<file path="config.mk">
export PLATFORM = sky130hd
export DESIGN_NAME = rf_port_arbiter_flat
export DESIGN_NICKNAME = d
export VERILOG_FILES = /design/src/rtl/rf_port_arbiter_if.sv /design/src/rtl/rf_port_arbiter.sv /design/src/flat_wrapper.sv
export SDC_FILE = /design/constraint.sdc
export NUM_CORES = 1
export LEC_CHECK = 0
export CAP_MARGIN = 25
export CORE_ASPECT_RATIO = 1.2
export CORE_MARGIN = 2
export CORE_UTILIZATION = 45
export CTS_CLUSTER_SIZE = 16
export DETAILED_ROUTE_END_ITERATION = 8
export PLACE_DENSITY = 0.89
export SLEW_MARGIN = 20
export SYNTH_ARGS = -nofsm -noshare
export SYNTH_HDL_FRONTEND = slang
export SYNTH_SLANG_ARGS = --single-unit
</file>
<file path="constraint.sdc">
create_clock -name clk -period 22 [get_ports clk]
set_clock_uncertainty 0.15 [all_clocks]
set_input_delay 3.3 -clock clk [delete_from_list [all_inputs] [get_ports clk]]
set_output_delay 3.3 -clock clk [all_outputs]
set_load 0.01 [all_outputs]
</file>
<file path="src/rtl/rf_port_arbiter_if.sv">
// rf_port_arbiter_if: requester handshakes plus register-file port bundle
interface rf_port_arbiter_if #(parameter int DW = 32, parameter int AW = 5);
  logic req0, req1, lock0, lock1, we0, we1;
  logic [AW-1:0] ra1_0, ra2_0, ra1_1, ra2_1, wa_0, wa_1;
  logic [DW-1:0] wd_0, wd_1;
  logic gnt0, gnt1, rvalid0, rvalid1;
  logic [DW-1:0] rd1_0, rd2_0, rd1_1, rd2_1;
  logic [AW-1:0] a1, a2, a3;
  logic we3;
  logic [DW-1:0] wd3, rd1, rd2;
  modport slave (
    input  req0, req1, lock0, lock1, we0, we1, ra1_0, ra2_0, ra1_1, ra2_1, wa_0, wa_1, wd_0, wd_1, rd1, rd2,
    output gnt0, gnt1, rvalid0, rvalid1, rd1_0, rd2_0, rd1_1, rd2_1, a1, a2, a3, we3, wd3
  );
  modport master (
    output req0, req1, lock0, lock1, we0, we1, ra1_0, ra2_0, ra1_1, ra2_1, wa_0, wa_1, wd_0, wd_1, rd1, rd2,
    input  gnt0, gnt1, rvalid0, rvalid1, rd1_0, rd2_0, rd1_1, rd2_1, a1, a2, a3, we3, wd3
  );
endinterface

</file>
<file path="src/rtl/rf_port_arbiter.sv">
// rf_port_arbiter: round-robin/lockable two-requester sequencer for one register-file port set
module rf_port_arbiter #(parameter int DW = 32, parameter int AW = 5) (
  input logic clk,
  input logic rst,
  rf_port_arbiter_if.slave bus
);
  logic issue_valid, issue_id, last_id, lock_valid, lock_id, c_we, acc;
  logic [AW-1:0] c_ra1, c_ra2, c_wa;
  logic [DW-1:0] c_wd;
  // a held lock blocks the other requester even while the owner is idle
  always_comb begin
    bus.gnt0 = !rst && bus.req0 && (lock_valid ? !lock_id : (!bus.req1 || last_id));
    bus.gnt1 = !rst && bus.req1 && (lock_valid ? lock_id : (!bus.req0 || !last_id));
    acc = bus.gnt0 || bus.gnt1;
  end
  assign bus.a1 = c_ra1;
  assign bus.a2 = c_ra2;
  assign bus.a3 = c_wa;
  assign bus.wd3 = c_wd;
  assign bus.we3 = issue_valid && c_we;
  always_ff @(posedge clk or posedge rst) begin
    if (rst) begin
      issue_valid <= 1'b0;
      issue_id <= 1'b0;
      last_id <= 1'b1;
      lock_valid <= 1'b0;
      lock_id <= 1'b0;
      c_we <= 1'b0;
      c_ra1 <= '0;
      c_ra2 <= '0;
      c_wa <= '0;
      c_wd <= '0;
      bus.rvalid0 <= 1'b0;
      bus.rvalid1 <= 1'b0;
      bus.rd1_0 <= '0;
      bus.rd2_0 <= '0;
      bus.rd1_1 <= '0;
      bus.rd2_1 <= '0;
    end else begin
      issue_valid <= acc;
      bus.rvalid0 <= issue_valid && !issue_id;
      bus.rvalid1 <= issue_valid && issue_id;
      if (acc) begin
        issue_id <= bus.gnt1;
        last_id <= bus.gnt1;
        lock_id <= bus.gnt1;
        lock_valid <= bus.gnt1 ? bus.lock1 : bus.lock0;
        c_we <= bus.gnt1 ? bus.we1 : bus.we0;
        c_ra1 <= bus.gnt1 ? bus.ra1_1 : bus.ra1_0;
        c_ra2 <= bus.gnt1 ? bus.ra2_1 : bus.ra2_0;
        c_wa <= bus.gnt1 ? bus.wa_1 : bus.wa_0;
        c_wd <= bus.gnt1 ? bus.wd_1 : bus.wd_0;
      end
      if (issue_valid && !issue_id) begin
        bus.rd1_0 <= bus.rd1;
        bus.rd2_0 <= bus.rd2;
      end
      if (issue_valid && issue_id) begin
        bus.rd1_1 <= bus.rd1;
        bus.rd2_1 <= bus.rd2;
      end
    end
  end
endmodule

</file>
<file path="src/flat_wrapper.sv">
// flat-port wrapper written by rule: the top's interface ports become plain ports
module rf_port_arbiter_flat 
#(parameter int DW = 32, parameter int AW = 5)
  (clk, rst, bus_req0, bus_req1, bus_lock0, bus_lock1, bus_we0, bus_we1, bus_ra1_0, bus_ra2_0, bus_ra1_1, bus_ra2_1, bus_wa_0, bus_wa_1, bus_wd_0, bus_wd_1, bus_rd1, bus_rd2, bus_gnt0, bus_gnt1, bus_rvalid0, bus_rvalid1, bus_rd1_0, bus_rd2_0, bus_rd1_1, bus_rd2_1, bus_a1, bus_a2, bus_a3, bus_we3, bus_wd3);
  rf_port_arbiter_if #(.DW(DW), .AW(AW)) bus_i ();
  input logic clk;
  input logic rst;
  input wire logic [$bits(bus_i.req0)-1:0] bus_req0;
  input wire logic [$bits(bus_i.req1)-1:0] bus_req1;
  input wire logic [$bits(bus_i.lock0)-1:0] bus_lock0;
  input wire logic [$bits(bus_i.lock1)-1:0] bus_lock1;
  input wire logic [$bits(bus_i.we0)-1:0] bus_we0;
  input wire logic [$bits(bus_i.we1)-1:0] bus_we1;
  input wire logic [$bits(bus_i.ra1_0)-1:0] bus_ra1_0;
  input wire logic [$bits(bus_i.ra2_0)-1:0] bus_ra2_0;
  input wire logic [$bits(bus_i.ra1_1)-1:0] bus_ra1_1;
  input wire logic [$bits(bus_i.ra2_1)-1:0] bus_ra2_1;
  input wire logic [$bits(bus_i.wa_0)-1:0] bus_wa_0;
  input wire logic [$bits(bus_i.wa_1)-1:0] bus_wa_1;
  input wire logic [$bits(bus_i.wd_0)-1:0] bus_wd_0;
  input wire logic [$bits(bus_i.wd_1)-1:0] bus_wd_1;
  input wire logic [$bits(bus_i.rd1)-1:0] bus_rd1;
  input wire logic [$bits(bus_i.rd2)-1:0] bus_rd2;
  output wire logic [$bits(bus_i.gnt0)-1:0] bus_gnt0;
  output wire logic [$bits(bus_i.gnt1)-1:0] bus_gnt1;
  output wire logic [$bits(bus_i.rvalid0)-1:0] bus_rvalid0;
  output wire logic [$bits(bus_i.rvalid1)-1:0] bus_rvalid1;
  output wire logic [$bits(bus_i.rd1_0)-1:0] bus_rd1_0;
  output wire logic [$bits(bus_i.rd2_0)-1:0] bus_rd2_0;
  output wire logic [$bits(bus_i.rd1_1)-1:0] bus_rd1_1;
  output wire logic [$bits(bus_i.rd2_1)-1:0] bus_rd2_1;
  output wire logic [$bits(bus_i.a1)-1:0] bus_a1;
  output wire logic [$bits(bus_i.a2)-1:0] bus_a2;
  output wire logic [$bits(bus_i.a3)-1:0] bus_a3;
  output wire logic [$bits(bus_i.we3)-1:0] bus_we3;
  output wire logic [$bits(bus_i.wd3)-1:0] bus_wd3;
  assign bus_i.req0 = bus_req0;
  assign bus_i.req1 = bus_req1;
  assign bus_i.lock0 = bus_lock0;
  assign bus_i.lock1 = bus_lock1;
  assign bus_i.we0 = bus_we0;
  assign bus_i.we1 = bus_we1;
  assign bus_i.ra1_0 = bus_ra1_0;
  assign bus_i.ra2_0 = bus_ra2_0;
  assign bus_i.ra1_1 = bus_ra1_1;
  assign bus_i.ra2_1 = bus_ra2_1;
  assign bus_i.wa_0 = bus_wa_0;
  assign bus_i.wa_1 = bus_wa_1;
  assign bus_i.wd_0 = bus_wd_0;
  assign bus_i.wd_1 = bus_wd_1;
  assign bus_i.rd1 = bus_rd1;
  assign bus_i.rd2 = bus_rd2;
  assign bus_gnt0 = bus_i.gnt0;
  assign bus_gnt1 = bus_i.gnt1;
  assign bus_rvalid0 = bus_i.rvalid0;
  assign bus_rvalid1 = bus_i.rvalid1;
  assign bus_rd1_0 = bus_i.rd1_0;
  assign bus_rd2_0 = bus_i.rd2_0;
  assign bus_rd1_1 = bus_i.rd1_1;
  assign bus_rd2_1 = bus_i.rd2_1;
  assign bus_a1 = bus_i.a1;
  assign bus_a2 = bus_i.a2;
  assign bus_a3 = bus_i.a3;
  assign bus_we3 = bus_i.we3;
  assign bus_wd3 = bus_i.wd3;
  rf_port_arbiter #(.DW(DW), .AW(AW)) u_core (.clk(clk), .rst(rst), .bus(bus_i));
endmodule
</file>
==> impl_results.rst <==
.. list-table::
   :header-rows: 1

   * - Metric
     - Value
   * - Fraction of synthesized area in multiplexers
     - 0.281
   * - # IOs
     - 346
   * - Post-Synthesis Mean Instance Area
     - 13.3 um^2
   * - Final number of hold-violating endpoints
     - 0
   * - Required time of the critical path
     - 18.55 ns
   * - Fin util
     - 0.709
   * - Fraction of layout instances using a drive strength above 1
     - 0.224
   * - Overflow after GRT
     - 0
   * - Detailed-routing iteration count for the pre-antenna-repair pass
     - 4
   * - Clock latency on the worst-skew pair
     - 0.43 ns
   * - Largest buffer count on any clock path
     - 2
   * - Area fraction in compound gates after synthesis
     - 0.00705
   * - Post-synthesis share of cell area spent on and, or, nand and nor gates
     - 0.101
   * - Mapped Nets
     - 752
   * - Launch instance of the worst register-to-register path
     - u_core.issue_id
   * - Leakage power of the design
     - 5.53 nW
   * - Area of the core region
     - 16900 um^2
   * - Layout overhead on the synthesized area
     - 53.6%
   * - Cts repair resizes
     - 0
   * - Number of buffers added to fix hold violations after cts
     - 0
   * - Number of antenna violations at the first check in global routing
     - 0
   * - Sequential cell area
     - 4560 um^2
   * - Number of setup buffers added after CTS
     - 0
   * - Wire length of the first global-routing pass
     - 33100 um
   * - Nature of the critical path endpoint
     - output port
   * - Starting density of the core
     - 0.462
   * - Top library cells by usage in the layout, fill and taps aside
     - sky130_fd_sc_hd__clkdlybuf4s50_1, sky130_fd_sc_hd__nand2_1, sky130_fd_sc_hd__dfrtp_1, sky130_fd_sc_hd__mux2_4, sky130_fd_sc_hd__mux2_2
   * - Maximum number of pins on one net before global-route repair
     - 97
   * - Die Span X
     - 124 um
   * - Die Outline Area
     - 18400 um^2
   * - Post-route DRC
     - 0
   * - Fin Setup TNS
     - 0 ns
   * - Final Slew Violations
     - 0
   * - R2r setup slk
     - 19.45 ns
   * - Crit-path max cell delay
     - 0.73 ns
   * - Final setup violation count
     - 0
   * - Total routing resource utilization after global routing
     - 0.231
   * - Number of cells in the finished layout apart from fillers
     - 1155
   * - Worst IR Drop VDD
     - 0.0000733 V
   * - Cells after DPL
     - 1123
   * - CTS Buf Count
     - 17
   * - Clock input transition at the sequential cells of the worst setup and hold paths
     - 0.07 ns
   * - Setup slack after layout
     - 12.26 ns
   * - Relative max-transition margin
     - 0.398
   * - Critical Path Source
     - rst
   * - Post-Synth XOR/XNOR Area
     - 0
   * - Detail Placement HPWL
     - 15400 um
   * - Count of filler cells inserted in the layout
     - 1141
   * - Crit share post-route
     - 0.443
   * - Shortest period the worst path allows
     - 9.74 ns
   * - Transition time at the pin with the least slew margin
     - 0.903 ns
   * - Data arrival at the endpoint of the critical path
     - 6.29 ns
   * - Final net count
     - 1092
   * - Cell-by-cell trace of the critical path
     - clkdlybuf4s50_1, clkinv_4, nand4_4, buf_4, inv_1, clkdlybuf4s50_1
   * - # port buffers
     - 345
   * - Result of the run
     - complete, no violations
   * - Maximum capacitance violations
     - 0
   * - Vias in the first global route
     - 6108
   * - WL per Instance
     - 18.2 um
   * - Endpoint of the most critical setup path
     - bus_gnt1
   * - Vertical die dimension
     - 148 um
   * - Netlist cell types
     - 21
   * - Clk sink count
     - 182
   * - Maximum clock frequency
     - 103 MHz
   * - Register area share after synthesis
     - 0.583
   * - Clock tree root buffer cell
     - sky130_fd_sc_hd__clkbuf_16
   * - Diode insertion count for antenna repair
     - 0
   * - Drt first-iter violations
     - 172
   * - Library cell appearing most often on the critical path
     - sky130_fd_sc_hd__clkdlybuf4s50_1
   * - Mapped cell area
     - 7810 um^2
   * - Worst setup path class
     - in -> out
   * - Number of cell rows
     - 52
   * - Pre-CTS WS
     - 12.17 ns
   * - Setup crit start kind
     - input port
   * - Cell with the biggest individual delay on the critical path
     - sky130_fd_sc_hd__buf_4
   * - Pwr dens
     - 136 nW/um^2
   * - Vias per std cell
     - 4.94
   * - Gate count after technology mapping
     - 586
   * - Via count
     - 5708
   * - Post-synthesis sequential element count
     - 182
   * - Largest fanout of any net on the critical path
     - 96
   * - Main combinational cell family by area after synthesis
     - multiplexers
   * - Unrepaired setup endpoints after global routing
     - false
   * - Multi-input gate area
     - 3040 um^2
   * - Count of warnings emitted by yosys
     - 0
   * - H-tree depth reported by CTS
     - 4
   * - CTS tree
     - built
   * - Post-detailed-routing wire length
     - 21000 um
   * - Worst hold margin
     - 0.322 ns
   * - Most common library cell in the layout ignoring fill and taps
     - sky130_fd_sc_hd__clkdlybuf4s50_1
   * - Reg-to-reg endpoint
     - u_core.bus.wd3[18]
   * - Number of nets still failing antenna checks after routing
     - 0
   * - Post-Synth Adder-Cell Area
     - 0
   * - Hold Crit Class
     - reg -> reg
   * - FF-to-FF path depth
     - 5
   * - Placer's final routability congestion estimate
     - 0.789
[state kept, by name (all words and copies together) (netlist names), 5 cells and up]
name and cells:
u_core.bus.rd1_0 32, u_core.bus.rd1_1 32, u_core.bus.rd2_0 32, u_core.bus.rd2_1 32
u_core.bus.wd3 32, u_core.bus.a1 5, u_core.bus.a2 5, u_core.bus.a3 5
[report_power, final]
group | internal [W] | switching, W | total (W)
logic | 0.000451 | 0.000291 | 0.000742
clock network | 0.000162 | 0.000137 | 0.000300
registers | 0.000495 | 0.0000926 | 0.000588
total | 0.00111 | 0.000521 | 0.00163
[cells by family after synthesis]
kind of cell,count (synthesis)
flip-flops,182
buffers and inverters,37
multiplexers,162
AND/OR/NAND/NOR,200
AO/OA/AOI/OAI,5
[cell type report]
cell class,instances,area share
Clock buffer,18,0.0366
Clock inverter,14,0.0122
Inverter,6,0.00229
Multi-Input combinational cell,367,0.254
Sequential cell,182,0.380
Tap cell,216,0.0225
Timing Repair Buffer,352,0.293
[worst min-delay path by stage]
stage / start / depth (start not counted) / to / slack, ns
after detailed placement: u_core.bus.rd1_0[25] / 2 / u_core.bus.rd1_0[25] / 0.31
after floorplan: u_core.c_we / 1 / u_core.c_we / 0.32
after global routing: u_core.bus.rd2_0[16] / 2 / u_core.bus.rd2_0[16] / 0.35
after CTS: u_core.bus.rd1_0[15] / 2 / u_core.bus.rd1_0[15] / 0.33
after global placement: u_core.bus.rd1_0[30] / 2 / u_core.bus.rd1_0[30] / 0.31
final: u_core.bus.rd1_0[23] / 2 / u_core.bus.rd1_0[23] / 0.32
[per-layer routing]
metal	track usage	vias up	routed length [um]
met3	0.0662	53	1400
met1	0.265	2761	7900
li1	-	2620	-
met2	0.397	274	10800
met5	0	-	0
met4	0.113	0	889
[per-stage QoR]
stage                     instance area, um^2  power (W)
final                                   12000    0.00163
after detailed placement                11400    0.00134
after CTS                               12000    0.00165
after floorplan                          7810   0.000913
after global routing                    12000    0.00172
after global placement                  11400    0.00132
[critical path, delay by kind of cell]
kind,cells,cell delay (ns)
AND/OR/NAND/NOR,1,0.24
buffers and inverters,5,2.70
[cell usage after synthesis]
library cell               instances  area, um^2
sky130_fd_sc_hd__a21oi_2           1        8.76
sky130_fd_sc_hd__nand4_4           1        21.3
sky130_fd_sc_hd__nand2b_4          1        13.8
sky130_fd_sc_hd__o21ai_0           1        5.00
sky130_fd_sc_hd__a311oi_4          1        26.3
sky130_fd_sc_hd__nand3_1           1        5.00
sky130_fd_sc_hd__nor2b_1           1        6.26
sky130_fd_sc_hd__buf_6            10         113
sky130_fd_sc_hd__inv_1             6        22.5
sky130_fd_sc_hd__dfrtp_1         181        4530
sky130_fd_sc_hd__nand2b_1          1        6.26
sky130_fd_sc_hd__nand3b_1          1        7.51
sky130_fd_sc_hd__dfstp_2           1        26.3
sky130_fd_sc_hd__clkbuf_1         12        45.0
sky130_fd_sc_hd__mux2_4           98        1470
sky130_fd_sc_hd__nand2_1         193         724
sky130_fd_sc_hd__a21o_1            2        15.0
sky130_fd_sc_hd__mux2_2           64         721
sky130_fd_sc_hd__and2_1            1        6.26
sky130_fd_sc_hd__buf_2             5        25.0
sky130_fd_sc_hd__buf_1             4        15.0
(Power assumes the default switching activity.)
